File: config.mk
export PLATFORM = sky130hd
export DESIGN_NAME = sync_fifo_flags
export DESIGN_NICKNAME = d
export VERILOG_FILES = /design/src/rtl/sync_fifo_flags.sv
export SDC_FILE = /design/constraint.sdc
export NUM_CORES = 1
export LEC_CHECK = 0
export BUFFER_PORTS_ARGS = -buffer_cell sky130_fd_sc_hd__buf_2
export CORE_ASPECT_RATIO = 0.9
export CORE_MARGIN = 8
export CORE_UTILIZATION = 30
export CTS_BUF_LIST = sky130_fd_sc_hd__clkbuf_8
export DETAILED_ROUTE_END_ITERATION = 6
export SLEW_MARGIN = 20
export SYNTH_ARGS = -nofsm -noshare
export SYNTH_HDL_FRONTEND = slang
export SYNTH_SLANG_ARGS = --single-unit
File: constraint.sdc
create_clock -name clk -period 6.3 [get_ports clk]
set_input_delay 1.26 -clock clk [delete_from_list [all_inputs] [get_ports clk]]
set_output_delay 1.26 -clock clk [all_outputs]
set_load 0.02 [all_outputs]
File: src/rtl/sync_fifo_flags.sv
// Single-clock FIFO with occupancy count, almost-full/almost-empty flags, FWFT or registered read; define SYNC_FIFO_ERR_EN for sticky overflow/underflow.
// Latency: written word visible on dout next cycle (FWFT=1); dout loads one cycle after an accepted read (FWFT=0).
// Backpressure: writes dropped while full, reads ignored while empty; read wins over write when full.
module sync_fifo_flags #(
    parameter int DATA_WIDTH    = 8,
    parameter int ADDR_WIDTH    = 4,
    parameter int AFULL_THRESH  = 14,
    parameter int AEMPTY_THRESH = 2,
    parameter bit FWFT          = 1'b1
) (
    input  logic                  clk,
    input  logic                  rst,
    input  logic                  wr_en,
    input  logic [DATA_WIDTH-1:0] din,
    input  logic                  rd_en,
    output logic [DATA_WIDTH-1:0] dout,
    output logic                  full,
    output logic                  empty,
    output logic                  almost_full,
    output logic                  almost_empty,
    output logic [ADDR_WIDTH:0]   count,
    input  logic                  err_clr,
    output logic                  overflow,
    output logic                  underflow
);

    localparam int DEPTH = 2 ** ADDR_WIDTH;
    localparam logic [ADDR_WIDTH:0] DEPTH_C  = {1'b1, {ADDR_WIDTH{1'b0}}};
    localparam logic [ADDR_WIDTH:0] ONE      = {{ADDR_WIDTH{1'b0}}, 1'b1};
    localparam logic [ADDR_WIDTH:0] AFULL_C  = AFULL_THRESH[ADDR_WIDTH:0];
    localparam logic [ADDR_WIDTH:0] AEMPTY_C = AEMPTY_THRESH[ADDR_WIDTH:0];

    logic [DATA_WIDTH-1:0] mem [DEPTH];
    logic [ADDR_WIDTH:0]   wr_ptr;
    logic [ADDR_WIDTH:0]   rd_ptr;
    logic                  wr_acc;
    logic                  rd_acc;

    assign wr_acc = wr_en && !full;
    assign rd_acc = rd_en && !empty;

    // Flags decode the registered count only, so they never depend on this cycle's inputs.
    assign full         = (count == DEPTH_C);
    assign empty        = (count == '0);
    assign almost_full  = (count >= AFULL_C);
    assign almost_empty = (count <= AEMPTY_C);

    always_ff @(posedge clk) begin
        if (rst) begin
            wr_ptr <= '0;
            rd_ptr <= '0;
            count  <= '0;
        end else begin
            if (wr_acc) wr_ptr <= wr_ptr + ONE;
            if (rd_acc) rd_ptr <= rd_ptr + ONE;
            case ({wr_acc, rd_acc})
                2'b10:   count <= count + ONE;
                2'b01:   count <= count - ONE;
                default: count <= count;
            endcase
        end
    end

    always_ff @(posedge clk) begin
        if (wr_acc && !rst) mem[wr_ptr[ADDR_WIDTH-1:0]] <= din;
    end

    generate
        if (FWFT) begin : g_fwft
            assign dout = mem[rd_ptr[ADDR_WIDTH-1:0]];
        end else begin : g_reg
            logic [DATA_WIDTH-1:0] dout_q;
            always_ff @(posedge clk) begin
                if (rst)         dout_q <= '0;
                else if (rd_acc) dout_q <= mem[rd_ptr[ADDR_WIDTH-1:0]];
            end
            assign dout = dout_q;
        end
    endgenerate

`ifdef SYNC_FIFO_ERR_EN
    // A new error event outranks a clear arriving in the same cycle.
    always_ff @(posedge clk) begin
        if (rst) begin
            overflow  <= 1'b0;
            underflow <= 1'b0;
        end else begin
            if (wr_en && full)  overflow <= 1'b1;
            else if (err_clr)   overflow <= 1'b0;
            if (rd_en && empty) underflow <= 1'b1;
            else if (err_clr)   underflow <= 1'b0;
        end
    end
`else
    logic unused_err_clr;
    assign unused_err_clr = err_clr;
    assign overflow       = 1'b0;
    assign underflow      = 1'b0;
`endif

endmodule

==> Yosys cells after proc, flatten, opt, wreduce, memory -nomap -nowiden <==
Memories as Yosys holds them, arrays and structs flattened. A register that Yosys moved wholly into a read port is not among the register bits.
Cells that the tools add are included.
{ "word_totals": {"regBits": 15, "latchBits": 0, "ram_bits": 128, "romBits": 0, "input_bits": 13, "output_inout_bits": 19, "wordCells": 26, "mem_count": 1} }
{ "mem_list": {"columns": ["name", "depth", "width", "read_ports", "rd_clocked_by_memory_dff", "write_ports", "line_no", "text"], "rows": [
  ["mem", 16, 8, 1, 1, 1, "33", "logic [DATA_WIDTH-1:0] mem [DEPTH];"]
]} }
{ "classes": {"n_addsub": 4, "multipliers": 0, "div": 0, "magnitude_cmp": 2, "n_eq_ne": 3, "shift": 0, "muxes": 5, "bitwise": 0, "reduce_logical": 8} }
{ "ops": {"columns": ["cell", "count"], "rows": [
  ["$add 5x1->5 const B", 3],
  ["$pmux 5 s2", 1],
  ["$mux 4", 2],
  ["$eq 5x5->1 const B", 1],
  ["$ge 5x4->1 const B", 1],
  ["$le 5x2->1 const B", 1],
  ["$logic_not 5->1", 1],
  ["$sub 5x1->5 const B", 1],
  ["$logic_and 1x1->1", 3],
  ["$logic_not 1->1", 3],
  ["$eq 2x1->1 const B", 1],
  ["$eq 2x2->1 const B", 1],
  ["$mux 1", 2],
  ["$reduce_bool 2->1", 1]
]} }

==> Logic depth before layout (Yosys ltp) <==
Gate-level depths: netlist of run 1.
{ "depth": {"depth_word": 6, "ltp_mapped": 10, "ltp_nobuf": 9} }

==> Worst setup path before layout of run 1 <==
Ideal clock, no wire load.
{ "synth_path": {"path_type": "input to register", "start": "input wr_en", "end": "register count[4]", "setup_time_ns": 0.070, "arrival_ns": 2.922, "t_required_ns": 6.230, "path_slack_ns": 3.308, "stages": 9, "n_path_buf": 1, "path_cell_list": "o21a_1 -> buf_6 -> inv_1 -> ha_1 -> ha_1 -> a21oi_1 -> a21oi_1 -> or4_1 -> a21oi_1"} }
{ "synth_via": {"elab_chain_len": 3, "word_cells_on_any_way": 5, "classes_between": "2 x eq/ne; 1 x mux; 2 x reduce/logical"} }
{ "synth_lines": {"columns": ["element", "line_no", "text"], "rows": [
  ["start: declaration", "13", "input logic wr_en,"],
  ["$logic_and 1x1->1 *", "39", "assign wr_acc = wr_en && !full;"],
  ["$eq 2x1->1 or $eq 2x2->1 (tied branches)", "56", "case ({wr_acc, rd_acc})"],
  ["$pmux 5 s2 or $reduce_bool 2->1 (tied branches)", null, null],
  ["end signal: assignment", "57", "2'b10: count <= count + ONE;"],
  ["end signal: assignment", "58", "2'b01: count <= count - ONE;"],
  ["end signal: assignment", "59", "default: count <= count;"],
  ["end: declaration", "21", "output logic [ADDR_WIDTH:0] count,"]
]} }
Mark *: on every way between the ends. The rest lies on a longest branch, timed or not.
A chain may end at the register's enable or synchronous reset.

==> flow_summary.ini, run 1 <==
[placed_design]
dp_hpwl_um = 7150
io_buffers = 28
gp_congestion = 0.703
placed_area_um2 = 6150

[global_route]
met2_usage = 0.162
grt_first_pass_wirelength_um = 17200
grt_pass1_vias = 3037
grt_max_degree = 33
grtUsageTotal = 0.0973
overflow = 0
grt.busiest_layer = met2
gr-usage-met3 = 0.0292
antenna_found_initial = 1
use_met1 = 0.113

[clock_tree]
clockRootBuffer = clkbuf_8
clk_pin_slew_ns = 0.07
clk_path_buf_depth = 2
cts_inserted_buffers = 17
cts_sinks = 145
cts_tree = done
ctsResizeCount = 0
cts_setup_buffers = 0
h-tree-depth = 4
cts_hold_buf = 0
clock_latency_ns = 0.44

[layout]
final_cell_mix = edfxtp_1 (128), mux4_2 (32), nor2_1 (31)
fin_area_um2 = 6530
layout_commonest_cell = edfxtp_1
fillCellCount = 1827
nNetsFinal = 373
n_antenna_cell = 0
multiInputGateArea_um2 = 1470
layout.area.seq_um2 = 4190
syn2layout_area_growth_pct = 13.5
final_layout_size_suffix_gt1_frac = 0.251
fin_util = 0.344

[die]
core_um2 = 19000
std_cell_rows = 48
fp.dieW_um = 162
io_pins = 32
die_y_um = 147
dieArea_um2 = 23900
start_util = 0.303

[setup_path]
cp_max_fo = 20
reg2reg_from = count[2]$_SDFFE_PP0P_
crit_cells = 5
cp.arrival_ns = 2.67
reg2reg_depth = 9
cpPeakStageDelay_ns = 0.62
required_ns = 5.04
path_delay_family = buffers and inverters
critPathSlowestCell = dfxtp_2
path_buf_inv = 2
rr_endpoint = count[4]$_SDFFE_PP0P_
crit_type = flip-flop to primary output
regToRegSetupSlack_ns = 3.31
crit_end = dout[7]
critical_path.cell_chain = buf_4 > mux4_2 > a22oi_1 > nand2_1 > buf_2
cp-end-kind = primary output
start_kind = flip-flop

[timing]
skew_ns = 0.0152
setup_viol = 0
period_share = 0.623
rsz0062_at_grt = false
worst_slew_pin_slew_ns = 0.976
max_freq_mhz = 255
maxSlewHeadroom = 0.347
slew_violations = 0
period_needed_ns = 3.93
finalSetupTns_ns = 0
holdWs_ns = 0.523
hold_viol = 0

[route]
postRouteAntennaNets = 0
avgRoutedWirePerCell_um = 18.1
drtPass1Iterations = 4
via_per_inst = 4.75
wirelength_um = 11100
drtIter0Drc = 194
vias = 2908
drcViolationCount = 0

[yosys]
ys.flop_type = edfxtp_1
synth_edf_count = 128
ys_seq_area_frac = 0.727
syn_area_um2 = 5750
yosys.cell_types.count = 38
ys_ff_latch = 145
syn_inst = 316
syn_avg_cell_area_um2 = 18.2
yosysWarningCount = 0
synthArstFlopShare = 0

[outcome]
status = complete, no violations

[power_and_ir_drop]
power_density_nw_per_um2 = 354
p_int_mw = 1.67
leakage_nw = 2.15
p_total_mw = 2.32
swShare = 0.280
pwr-share-clk = 0.306
p_sw_mw = 0.647
p_comb_frac = 0.209
sequentialPowerShare = 0.485
irDropWorstVdd_mv = 0.184

[flow_run]
maxCapViolCount = 0

[worst_hold_path]
min_path_type = flip-flop to flip-flop
-- power by group through the flow --
stage	logic, mW	registers (mW)	clock network [mW]
after floorplan	0.354	1.14	0
after global placement	0.479	1.14	0
after detailed placement	0.490	1.15	0
after CTS	0.492	1.12	0.731
after global routing	0.529	1.13	0.768
final	0.484	1.12	0.709
-- logic make-up after synthesis --
| family | after synthesis | synth area share |
|---|---|---|
| adders and majority gates | 10 | 0.0231 |
| other | 1 | 0.000652 |
| DFF | 145 | 0.727 |
| and+or+nand+nor | 66 | 0.0518 |
| muxes | 36 | 0.132 |
| buffers and inverters | 22 | 0.0176 |
| AOI/OAI and AO/OA | 30 | 0.0381 |
| xor gates and xnor gates | 6 | 0.00913 |
-- per-layer routing --
layer / up-vias / wire, um
li1: 1315 / -
met1: 1513 / 4620
met2: 68 / 5720
met3: 10 / 630
met4: 2 / 112
met5: - / 10
-- sequential cells by signal, summed over array words and instances (netlist names), named ones only --
signal	count
mem	128
count	5
rd_ptr	4
wr_ptr	4
-- final cells by class --
cell class,instances,share of cell area
Multi-Input combinational cell,150,0.225
Clock buffer,17,0.0358
Inverter,6,0.00345
Sequential cell,145,0.641
Tap cell,250,0.0479
Clock inverter,14,0.0232
Timing Repair Buffer,30,0.0238
-- per-stage QoR --
stage                     cells  worst slack, ns
after global routing        612             2.14
after global placement      581             2.73
after detailed placement    581             2.73
after floorplan             317             3.31
final                       612             2.37
after CTS                   612             2.24
-- synth_stat cells, drive strengths merged, types with 2 or more instances --
cell type	instances	area, um2
edfxtp	128	3840
mux4	32	721
nor2	31	116
dfxtp	17	340
a22oi	16	120
nand2	16	60.1
buf	9	52.5
ha	9	113
clkbuf	7	26.3
a21oi	6	30.0
inv	6	22.5
nand3	4	20.0
nor2b	4	25.0
or4	4	33.8
xor2	4	35.0
mux2i	3	30.0
o211ai	2	20.0
o31ai	2	20.0
or3	2	12.5
xnor2	2	17.5
-- worst reg2reg max path, delay by kind of cell (launching register included) --
kind / cells / cell delay [ns]
compound gates: 4 / 0.90
fa+ha+maj: 2 / 0.63
buf+inv: 1 / 0.10
flops: 1 / 0.36
simple gates: 2 / 0.95
-- how the worst min path moves through the flow --
stage / end / from / depth (start not counted) / slack (ns)
after floorplan: flip-flop / rd_ptr[3]$_SDFFE_PP0P_ / 2 / 0.49
after CTS: rd_ptr[3]$_SDFFE_PP0P_ / rd_ptr[3]$_SDFFE_PP0P_ / 2 / 0.53
after global routing: count[4]$_SDFFE_PP0P_ / count[4]$_SDFFE_PP0P_ / 2 / 0.56
after detailed placement: rd_ptr[3]$_SDFFE_PP0P_ / rd_ptr[3]$_SDFFE_PP0P_ / 2 / 0.52
final: rd_ptr[3]$_SDFFE_PP0P_ / rd_ptr[3]$_SDFFE_PP0P_ / 2 / 0.52
after global placement: count[4]$_SDFFE_PP0P_ / count[4]$_SDFFE_PP0P_ / 2 / 0.50
Power figures use the tool's default switching activity.
==> inputs of run 2 (changes only) <==
Clock period 6.3 ns to 3.49 ns, I/O delays scaled along.
==> run 2 against run 1 <==
Clock power grew 83%. Non-clock buffer count increased by 11. Register-to-register slack got worse by 2.8 ns. Die area stayed put. Sequential power is 79% higher.
==> flow_summary.ini, run 2 (same netlist as run 1, synthesis figures left out) <==
[outcome]
status = complete, no violations

[flow_run]
maxCapViolCount = 0

[die]
dieArea_um2 = 23900
std_cell_rows = 48
core_um2 = 19000
start_util = 0.303
die_y_um = 147
io_pins = 32
fp.dieW_um = 162

[timing]
finalSetupTns_ns = 0
skew_ns = 0.0169
holdWs_ns = 0.528
slew_violations = 0
worst_slack_ns = 0.528
period_share = 0.849
rsz0062_at_grt = false
worst_slew_pin_slew_ns = 0.876
hold_viol = 0
period_needed_ns = 2.96
maxSlewHeadroom = 0.414
setup_viol = 0
max_freq_mhz = 338

[global_route]
grtUsageTotal = 0.0988
grt.busiest_layer = met2
overflow = 0
grt_pass1_vias = 3142
grt_first_pass_wirelength_um = 17600
grt_max_degree = 33
gr-usage-met3 = 0.0270
met2_usage = 0.165
use_met1 = 0.117
antenna_found_initial = 0

[layout]
fillCellCount = 1832
final_layout_size_suffix_gt1_frac = 0.291
syn2layout_area_growth_pct = 15.4
nNetsFinal = 384
final_cells = 624
layout_commonest_cell = edfxtp_1
n_antenna_cell = 0
final_cell_mix = edfxtp_1 (128), mux4_2 (32), nor2_1 (31)
fin_util = 0.350
fin_area_um2 = 6640
largest_reg_flops = 128

[route]
drtPass1Iterations = 4
via_per_inst = 4.68
wirelength_um = 11100
drcViolationCount = 0
drtIter0Drc = 168
postRouteAntennaNets = 0
avgRoutedWirePerCell_um = 17.7
vias = 2921

[placed_design]
dp_hpwl_um = 6890
gp_congestion = 0.724
placed_area_um2 = 6240
io_buffers = 28
post-place-cells = 592
post-place-ws_ns = 0.581

[clock_tree]
clockRootBuffer = clkbuf_8
cts_setup_buffers = 0
cts_hold_buf = 0
ctsResizeCount = 0
clk_pin_slew_ns = 0.08
clock_latency_ns = 0.45
cts_tree = done
clk_path_buf_depth = 2
cts_sinks = 145
h-tree-depth = 4
cts_inserted_buffers = 17

[worst_hold_path]
min_path_type = flip-flop to flip-flop
hold_end = count[4]$_SDFFE_PP0P_
hold_start = count[4]$_SDFFE_PP0P_
min_path_cells = 2

[setup_path]
cp_max_fo = 10
regToRegSetupSlack_ns = 0.53
cpPeakStageDelay_ns = 0.60
critical_path.cell_chain = or4_4 > o21a_1 > inv_1 > ha_1 > ha_1 > a21oi_1 > a21oi_1 > or4_1 > a21oi_1
cpMostUsedCell = a21oi_1
path_buf_inv = 1
rr_endpoint = count[4]$_SDFFE_PP0P_
start_kind = flip-flop
cp.arrival_ns = 3.33
required_ns = 3.86
cp-end-kind = flip-flop
crit_type = flip-flop to flip-flop
reg2reg_depth = 9
critPathSlowestCell = or4_4
reg2reg_from = count[1]$_SDFFE_PP0P_
path_delay_family = simple AND/OR/NAND/NOR gates

[power_and_ir_drop]
power_density_nw_per_um2 = 634
leakage_nw = 2.21
irDropWorstVdd_mv = 0.259
p_total_mw = 4.21
[run 2: changes by cell type in the layout (fill, tap and decap cells not counted), sizes merged]
cell	change
inv	+5
buf	+11
clkinv	-2
bufinv	-2
[run 2: how the worst max path moves through the flow]
| stage | start | endpoint | slack [ns] | depth (start not counted) |
|---|---|---|---|---|
| 2_1_floorplan | count[1]$_SDFFE_PP0P_ | count[4]$_SDFFE_PP0P_ | 0.69 | 10 |
| 3_3_place_gp | count[1]$_SDFFE_PP0P_ | count[4]$_SDFFE_PP0P_ | 0.63 | 9 |
| 3_5_place_dp | count[1]$_SDFFE_PP0P_ | count[4]$_SDFFE_PP0P_ | 0.58 | 9 |
| 4_1_cts | flip-flop | dout[1] | 0.48 | 5 |
| 5_1_grt | count[1]$_SDFFE_PP0P_ | count[4]$_SDFFE_PP0P_ | 0.33 | 9 |
| 6_report | count[1]$_SDFFE_PP0P_ | count[4]$_SDFFE_PP0P_ | 0.53 | 9 |
[run 2: worst register-to-register path: stages, from the launching register on]
cell and delay, ns:
dfxtp_1 0.43, or4_4 0.60, o21a_1 0.28, inv_1 0.09
ha_1 0.27, ha_1 0.31, a21oi_1 0.19, a21oi_1 0.10
or4_1 0.47, a21oi_1 0.15
[run 2: power by group]
part | switching [mW] | internal [mW] | total, mW
clock network | 0.705 | 0.598 | 1.30
registers | 0.0600 | 1.95 | 2.01
logic | 0.513 | 0.387 | 0.900
[run 2: layout make-up]
class,instances,area (um2),area share
tap,250,313,0.0471
clock inverter,15,163,0.0245
timing repair buffer,41,250,0.0377
clock buffer,17,234,0.0352
sequential,145,4190,0.630
inverter,6,22.5,0.00339
multi-input combinational,150,1470,0.222
[run 2: layer usage]
metal	vias up	part of all wire
met4	0	0.019
met3	15	0.052
li1	1340	-
met2	59	0.50
met5	-	0
met1	1507	0.43
